--- src/rtl/inst_prefetch.sv ---
// -----------------------------------------------------------------------------
// inst_prefetch
//   Instruction prefetcher. It streams sequential instruction words from an
//   in-order ROM into a small queue and presents the head instruction with its
//   byte address. A redirect flushes the queue and restarts fetching at a new
//   address. Responses still in flight from before the redirect are counted and
//   discarded when they return.
//
// Parameters
//   DEPTH     queue depth in words (power of 2, >= 2); also the request credit
//   RESET_PC  first fetch byte address after reset
//
// Ports
//   clk             clock, rising edge
//   i_reset         asynchronous active-low reset
//   i_redirect      flush-and-refetch strobe
//   i_redirect_pc   new fetch byte address (low two bits ignored)
//   i_deq           consumer takes the head instruction
//   o_valid         head instruction valid
//   o_instruction   head instruction word
//   o_pc            byte address of the head instruction
//   o_mem_req       ROM fetch request
//   o_mem_addr      ROM byte address, word aligned
//   i_mem_gnt       ROM accepts the request this cycle
//   i_mem_rvalid    ROM read data valid (in order, >= 1 cycle after grant)
//   i_mem_rdata     ROM read data
//
// Handshakes
//   ROM request : a request transfers on a rising edge where o_mem_req and
//                 i_mem_gnt are both 1. While o_mem_req=1 and i_mem_gnt=0 the
//                 address is held. o_mem_req does not depend on i_mem_gnt.
//   ROM response: every i_mem_rvalid cycle returns exactly one earlier grant,
//                 in grant order. There is no back-pressure on responses; the
//                 credit rule guarantees a free queue slot for each of them.
//   Consumer    : the head transfers on a rising edge where o_valid and i_deq
//                 are both 1. i_deq while o_valid=0 has no effect.
// -----------------------------------------------------------------------------
module inst_prefetch #(
  parameter int          DEPTH    = 4,
  parameter logic [31:0] RESET_PC = 32'h0000_0000
) (
  input  logic        clk,
  input  logic        i_reset,
  input  logic        i_redirect,
  input  logic [31:0] i_redirect_pc,
  input  logic        i_deq,
  output logic        o_valid,
  output logic [31:0] o_instruction,
  output logic [31:0] o_pc,
  output logic        o_mem_req,
  output logic [31:0] o_mem_addr,
  input  logic        i_mem_gnt,
  input  logic        i_mem_rvalid,
  input  logic [31:0] i_mem_rdata
);

  localparam int AW = $clog2(DEPTH);
  // Counters hold 0..DEPTH inclusive, so they need one bit more than a pointer.
  localparam int CW = AW + 1;
  localparam logic [CW-1:0] DEPTH_C = CW'(DEPTH);

  // Fetch state
  logic [31:0]   r_fpc;
  logic [31:0]   r_out_pc;
  logic [CW-1:0] r_count;
  logic [CW-1:0] r_outstanding;
  logic [CW-1:0] r_drop;

  // Queue storage
  logic [AW-1:0] r_wr_ptr;
  logic [AW-1:0] r_rd_ptr;
  logic [31:0]   r_mem [DEPTH];

  logic          w_credit;
  logic          w_grant;
  logic          w_drop_hit;
  logic          w_push;
  logic          w_pop;
  logic [CW-1:0] w_inflight_next;
  logic [31:0]   w_redirect_pc;

  // A request is only made when every outstanding response already has a
  // reserved queue slot, so a returning response can never find the queue full.
  assign w_credit   = (r_count + r_outstanding) < DEPTH_C;
  // Gated with reset so no request is seen while the block is held in reset.
  assign o_mem_req  = i_reset & w_credit;
  assign o_mem_addr = {r_fpc[31:2], 2'b00};

  assign w_grant    = o_mem_req & i_mem_gnt;
  assign w_drop_hit = i_mem_rvalid & (r_drop != '0);
  // A response arriving in a redirect cycle belongs to the old stream.
  assign w_push     = i_mem_rvalid & ~w_drop_hit & ~i_redirect;
  assign w_pop      = i_deq & o_valid & ~i_redirect;

  // In-flight count after this edge. On a redirect every one of these
  // responses is stale, which is exactly the number to drop.
  assign w_inflight_next = r_outstanding + CW'(w_grant) - CW'(i_mem_rvalid);

  assign w_redirect_pc = {i_redirect_pc[31:2], 2'b00};

  assign o_valid       = (r_count != '0);
  assign o_instruction = r_mem[r_rd_ptr];
  assign o_pc          = r_out_pc;

  always_ff @(posedge clk or negedge i_reset) begin
    if (!i_reset) begin
      r_fpc         <= RESET_PC;
      r_out_pc      <= RESET_PC;
      r_count       <= '0;
      r_outstanding <= '0;
      r_drop        <= '0;
      r_wr_ptr      <= '0;
      r_rd_ptr      <= '0;
    end else begin
      r_outstanding <= w_inflight_next;
      if (i_redirect) begin
        // The redirect target wins over any fpc advance from a same-cycle
        // grant; that grant is still counted in w_inflight_next and dropped.
        r_fpc    <= w_redirect_pc;
        r_out_pc <= w_redirect_pc;
        r_count  <= '0;
        r_wr_ptr <= '0;
        r_rd_ptr <= '0;
        r_drop   <= w_inflight_next;
      end else begin
        if (w_grant) begin
          r_fpc <= r_fpc + 32'd4;
        end
        if (w_pop) begin
          r_out_pc <= r_out_pc + 32'd4;
          r_rd_ptr <= r_rd_ptr + AW'(1);
        end
        if (w_push) begin
          r_wr_ptr <= r_wr_ptr + AW'(1);
        end
        r_count <= r_count + CW'(w_push) - CW'(w_pop);
        if (w_drop_hit) begin
          r_drop <= r_drop - CW'(1);
        end
      end
    end
  end

  // Queue storage carries no reset; entries are only read when r_count says so.
  always_ff @(posedge clk) begin
    if (w_push) begin
      r_mem[r_wr_ptr] <= i_mem_rdata;
    end
  end

`ifndef SYNTHESIS
  a_no_overflow: assert property (@(posedge clk) disable iff (!i_reset)
    !(w_push && !w_pop && (r_count == DEPTH_C)))
    else $error("instruction queue overflow");

  a_drop_bounded: assert property (@(posedge clk) disable iff (!i_reset)
    r_drop <= r_outstanding)
    else $error("drop count exceeds outstanding");

  a_rvalid_expected: assert property (@(posedge clk) disable iff (!i_reset)
    !(i_mem_rvalid && (r_outstanding == '0)))
    else $error("response with nothing outstanding");

  a_addr_hold: assert property (@(posedge clk) disable iff (!i_reset)
    (o_mem_req && !i_mem_gnt && !i_redirect) |=> (o_mem_addr == $past(o_mem_addr)))
    else $error("request address changed while waiting for grant");
`endif

endmodule

--- config.mk ---
export PLATFORM = sky130hd
export DESIGN_NAME = inst_prefetch
export DESIGN_NICKNAME = d
export VERILOG_FILES = /design/src/rtl/inst_prefetch.sv
export SDC_FILE = /design/constraint.sdc
export NUM_CORES = 1
export LEC_CHECK = 0
export ABC_CLOCK_PERIOD_IN_PS = 4750
export CORE_ASPECT_RATIO = 1.25
export CORE_MARGIN = 5
export CORE_UTILIZATION = 56
export DETAILED_ROUTE_END_ITERATION = 10
export PLACE_DENSITY_LB_ADDON = 0.12
export SYNTH_ARGS = -nofsm -noshare
export SYNTH_HDL_FRONTEND = slang
export SYNTH_SLANG_ARGS = --single-unit
--- constraint.sdc ---
create_clock -name clk -period 4.75 [get_ports clk]
set_clock_uncertainty 0.1 [all_clocks]
set_input_delay 0.7125 -clock clk [delete_from_list [all_inputs] [get_ports clk]]
set_output_delay 0.7125 -clock clk [all_outputs]
set_load 0.01 [all_outputs]
* Word-level counts from Yosys, hierarchy flattened
Memory sizes are Yosys's and may differ from the RTL's. Index checks and enable logic that the tools add are counted.
Cells by class: $lt $le $gt $ge 1, muxes and demuxes 13, $add $sub $neg 10, bitwise logic cells 9, reductions and logical operators 6
Operators with widths (number):
- $mux W32 | 4
- $add A32 B3 Y32 const B | 2
- $mux W3 | 3
- $mux W2 | 4
- $reduce_bool A2 Y1 | 4
- $and A1 B1 Y1 | 7
- $add A3 B1 Y3 | 2
- $reduce_bool A3 Y1 | 2
- $sub A3 B1 Y3 | 2
- $add A2 B1 Y2 const B | 2
- $add A3 B3 Y3 | 1
- $lt A3 B3 Y1 const B | 1
- $sub A3 B1 Y3 const B | 1
- $mux W1 | 2
- $not A1 Y1 | 2
Word-level totals: memories 1, bits in writable memories 128, output and inout bits 98, bits in registers 77
Memories:
- r_mem | depth 4, bits a word 32, read ports 1, clocked after memory_dff 0, wr ports 1, line 72 | logic [31:0] r_mem [DEPTH];

* Longest topological paths before layout
word-level depth 8, gate-level depth with buffers 13, depth with buffers taken out 13

* Worst setup path before layout
OpenSTA, ideal clock, no wires.
kind register to register, from reg r_count[1], to reg r_drop[2], library setup time 134 ps, cell stages (with the launch flop) 13, required time 4516 ps, arrival time 2658 ps, slack 1858 ps, cells stage by stage dfrtp_1 > ha_1 > a31oi_2 > xnor2_4 > nand3_4 > ha_1 > inv_1 > ha_1 > fa_1 > xor2_1 > xnor2_1 > nand2_1 > o21ai_0
On the way: word-level cells in the longest chain between the ends 7
Ends and longest elaborated chain:
- from (decl) | line 65 | logic [CW-1:0] r_count;
- from (signal assigned) | line 136 | r_count <= r_count + CW'(w_push) - CW'(w_pop);
- $add A3 B3 Y3 | line 84 | assign w_credit = (r_count + r_outstanding) < DEPTH_C;
- $lt A3 B3 Y1 | line 84
- $and A1 B1 Y1 | line 86 | assign o_mem_req = i_reset & w_credit;
- $and A1 B1 Y1 | line 89 | assign w_grant = o_mem_req & i_mem_gnt;
- $add A3 B1 Y3 | line 97 | assign w_inflight_next = r_outstanding + CW'(w_grant) - CW'(i_mem_rvalid);
- $sub A3 B1 Y3 | line 97
- net w_inflight_next[2] | line 79 | logic [CW-1:0] w_inflight_next;
- $mux W3 | line 116 | if (i_redirect) begin
- to (signal assigned) | line 124 | r_drop <= w_inflight_next;
- to (signal assigned) | line 138 | r_drop <= r_drop - CW'(1);
- to (decl) | line 67 | logic [CW-1:0] r_drop;
The timed path passes the listed nets, and every way through them passes these cells. A chain may end at the register's enable or synchronous reset.

* Worst setup path after layout
from reg r_count[1], to out o_mem_req
On the way: word-level cells in the longest chain between the ends 3
Ends and longest elaborated chain:
- $add A3 B3 Y3 | line 84
- $lt A3 B3 Y1 | line 84
- $and A1 B1 Y1 | line 86
- to (decl) | line 50 | output logic o_mem_req,
Every way passes these cells.

==> metrics list <==
- The flow ran to the end, and the final reports show no timing, DRC or antenna violations.
* Number of global-route vias before repair: 5983
* Part of the Yosys area used for sequential elements: 63.62%
* Area added between synthesis and finish: 28.25%
- Summed over all layers, the routed wires come to 19.54 mm.
- Counting flops with an async set or reset pin after synthesis yields a share of 36.32%.
* Lkg Pwr: 0.004056 uW
- Crit path launch: r_count[1]
* Fraction of layout cells with a size suffix above 1: 17.62%
- Yosys reg bits: 201
* Maximum net fanout on the critical path: 28
- The longest clock path from root to sink contains 3 buffers.
- The synthesized design contains 128 enable-type register cells.
* Count of fill cells added during filler insertion: 1058
- The analysis attributes to net switching a power of 1429 uW.
- Dividing the detail-routed via count by the number of cells gives 5.603.
* Final Setup Violations: 0
- The max-slew violation count was 0.
- The tool flagged a number of max-cap violations equal to 0.
- Starting utilization of the core area: 57.01%
- Combinational share of power: 26.9%
- Final global-route overflow total: 0
* Area fraction of the dominant cell type after synthesis: 43.13%
- Dominant cell type by area after synthesis: sky130_fd_sc_hd__edfxtp_1
* RR Startpoint: r_count[1]
- The finished layout holds 967 standard cells, fillers aside.
- The die covers 0.01855 mm2.
- Number of top-level design ports: 168
- Clk network pwr share: 30.3%
- Worst EP required: 3.94 ns
- The average instance in the mapped netlist occupies 15.61 um2.
* Sw Share: 27.88%
- By count the netlist is led by sky130_fd_sc_hd__edfxtp_1, sky130_fd_sc_hd__dfrtp_1, sky130_fd_sc_hd__xnor2_1.
- At the end of routability-driven placement, the weighted congestion stood at 0.8169.
* Core area: 0.01563 mm2
* Utilization after layout: 73.11%
* Antenna-violating nets left: 0
- Insertion delay to the later sink of the worst-skew pair: 0.48 ns
- Depth of the worst register-to-register path: 12
- Summed over all nets, the half-perimeter wirelength after detailed placement is 13.17 mm.
- For this design the ratio of total power to cell area is 448.3 mW/mm2.
* Share of the clock period used by the worst path: 79.27%
* Worst slew pin tran: 1.179 ns
- Total power draw: 5124 uW
- Yosys Warn Count: 0
* Kind of end point of the critical path: primary output
- Number of cells produced by synthesis: 571
- Relative max-transition margin: 21.12%
* Overall Global Routing Usage: 21.70%
- CP endpoint: o_mem_req
* Length of the first detailed-routing pass in iterations: 5
- Worst reg2reg path endpoint: r_drop[2]
- Root Buffer Master: sky130_fd_sc_hd__clkbuf_16
- Class of the most critical hold timing path: reg2reg
* Vertical extent of the die: 151.0 um
* Number of antenna violations at the first check in global routing: 0
* Count of placed standard cells including taps: 930
* Inserted Clock Buffers: 20
- Hold is met by 0.4422 ns.
* Sequential group share of total power: 42.8%
* Number of remaining DRC errors: 0
- Timing would allow up to 0.2656 GHz.
* Data arrival, critical path: 2.95 ns
- After detailed routing, the average wire length per cell comes to 20.20 um.
* Synth top area cells: sky130_fd_sc_hd__edfxtp_1, sky130_fd_sc_hd__dfrtp_1, sky130_fd_sc_hd__mux4_2, sky130_fd_sc_hd__mux2_2, sky130_fd_sc_hd__xnor2_1
* Total number of placement rows: 51
- Type of origin of the critical path: flip-flop
* Width of the chip: 122.8 um
* 1st-iter DRT viols: 285
- After layout, the minimum clock period comes to 3.766 ns.
- The tree built by TritonCTS fans out to 201 sinks.
* RSZ-0062 raised after global routing: no
- The synthesized netlist contains 48 unique library cells.
* Final-stage net count: 826
- Worst Setup Path Type: reg2out
- Once the clock tree was built, the setup fixing pass inserted 0 buffers.
- Buffers placed on the I/O ports in this run total 161.
- Total internal power: 3695 uW
- Endpoints failing hold: 0
- In this run the number of H-tree levels came out at 1.
* Cell area after technology mapping: 0.008912 mm2
- TritonCTS built the clock tree.
* Setup TNS after final layout: 0 ns
* Via Count: 5418
- Among all flip-flop cells after synthesis, the most frequent one is sky130_fd_sc_hd__edfxtp_1.
- After clock tree synthesis, the clock-pin slew on the worst setup and hold paths is 0.06 ns.
- Entering global routing, the biggest net connects 70 pins.
- Number of inserted diodes: 0
- Library cell with the highest instance count after synthesis: sky130_fd_sc_hd__edfxtp_1
* Global-route wire length before repair: 31.28 mm
- VDD sags by at most 0.3665 mV.
- Setup slack of the worst register-to-register path: 1.23 ns
[critical path, cell delays in order, from the launching register on]
cell and delay (ns):
sky130_fd_sc_hd__dfrtp_1 0.46, sky130_fd_sc_hd__ha_1 0.32, sky130_fd_sc_hd__a31oi_2 0.15, sky130_fd_sc_hd__xnor2_4 0.77
sky130_fd_sc_hd__and2_1 0.23, sky130_fd_sc_hd__clkdlybuf4s50_1 0.54
[cells in the final DEF (no fill, tap or decap), types with 21 or more instances in the layout]
cell                              instances
sky130_fd_sc_hd__xnor2_1                 53
sky130_fd_sc_hd__mux4_2                  32
sky130_fd_sc_hd__clkdlybuf4s50_1        160
sky130_fd_sc_hd__dfrtp_1                 72
sky130_fd_sc_hd__edfxtp_1               128
sky130_fd_sc_hd__mux2_2                  50
sky130_fd_sc_hd__nand4_1                 33
sky130_fd_sc_hd__nand3_1                 24
sky130_fd_sc_hd__clkbuf_16               21
[per-stage QoR]
stage / setup slack, ns / cell area (um2)
3_3_place_gp: 1.298 / 10770
3_5_place_dp: 1.222 / 10770
4_1_cts: 0.9538 / 11430
6_report: 0.9845 / 11430
2_1_floorplan: 1.858 / 8924
5_1_grt: 0.8257 / 11430
[worst min path at each step]
| stage | from | to | slack, ns | cells past startpoint |
|---|---|---|---|---|
| floorplan | i_reset | o_pc[10] | 0.32 | 0 |
| CTS | r_outstanding[2] | r_outstanding[2] | 0.44 | 1 |
| detailed placement | r_outstanding[2] | r_outstanding[2] | 0.43 | 1 |
| global route | r_outstanding[2] | r_outstanding[2] | 0.49 | 1 |
| global placement | r_outstanding[2] | r_outstanding[2] | 0.42 | 1 |
| finish | r_outstanding[2] | r_outstanding[2] | 0.44 | 1 |
[logic make-up (layout without fill, tap and decap cells)]
group / after synthesis / in the layout / share of synthesized area, %
fa+ha+maj: 15 / 15 / 2.274
other cells: 1 / 4 / 0.04208
buf+inv: 44 / 225 / 2.120
xor+xnor: 66 / 66 / 6.697
mux: 84 / 84 / 14.63
flops: 201 / 201 / 63.62
simple gates: 139 / 139 / 9.055
compound gates: 21 / 21 / 1.559
[timing repair]
action,in CTS,in global routing
gates resized for setup,0,0
hold buffers,1,0
hold endpoints to repair,6,0
[power groups by stage]
stage / clock network [uW] / registers (uW) / logic (uW)
after floorplan: 0 / 2180 / 826
after global placement: 0 / 2220 / 1350
after detailed placement: 0 / 2230 / 1380
after CTS: 1590 / 2200 / 1390
after global routing: 1670 / 2220 / 1490
final: 1550 / 2190 / 1380
[registers in the layout, indices dropped and copies added (netlist names)]
register / cells
r_outstanding: 3
o_pc: 30
r_drop: 3
r_fpc: 30
r_mem: 128
r_wr_ptr: 2
r_count: 3
r_rd_ptr: 2
[routing by layer]
layer,routed length (um),vias to the layer above,global-route usage (%)
li1,-,2489,-
met4,514,0,6.891
met2,9743,183,36.14
met3,1556,39,5.342
met1,7720,2707,28.22
met5,0,-,0
[final cells by class]
type	instances	area (um2)	area share, %
clock buffers	27	558.0	4.882
clock inverters	9	90.09	0.7882
inverters	16	60.06	0.5255
multi-input cells	329	3070	26.86
flip-flops and latches	201	5672	49.62
well taps	212	265.3	2.321
repair buffers	173	1714	15.00
Note: power is estimated with default switching activity, not from simulation.
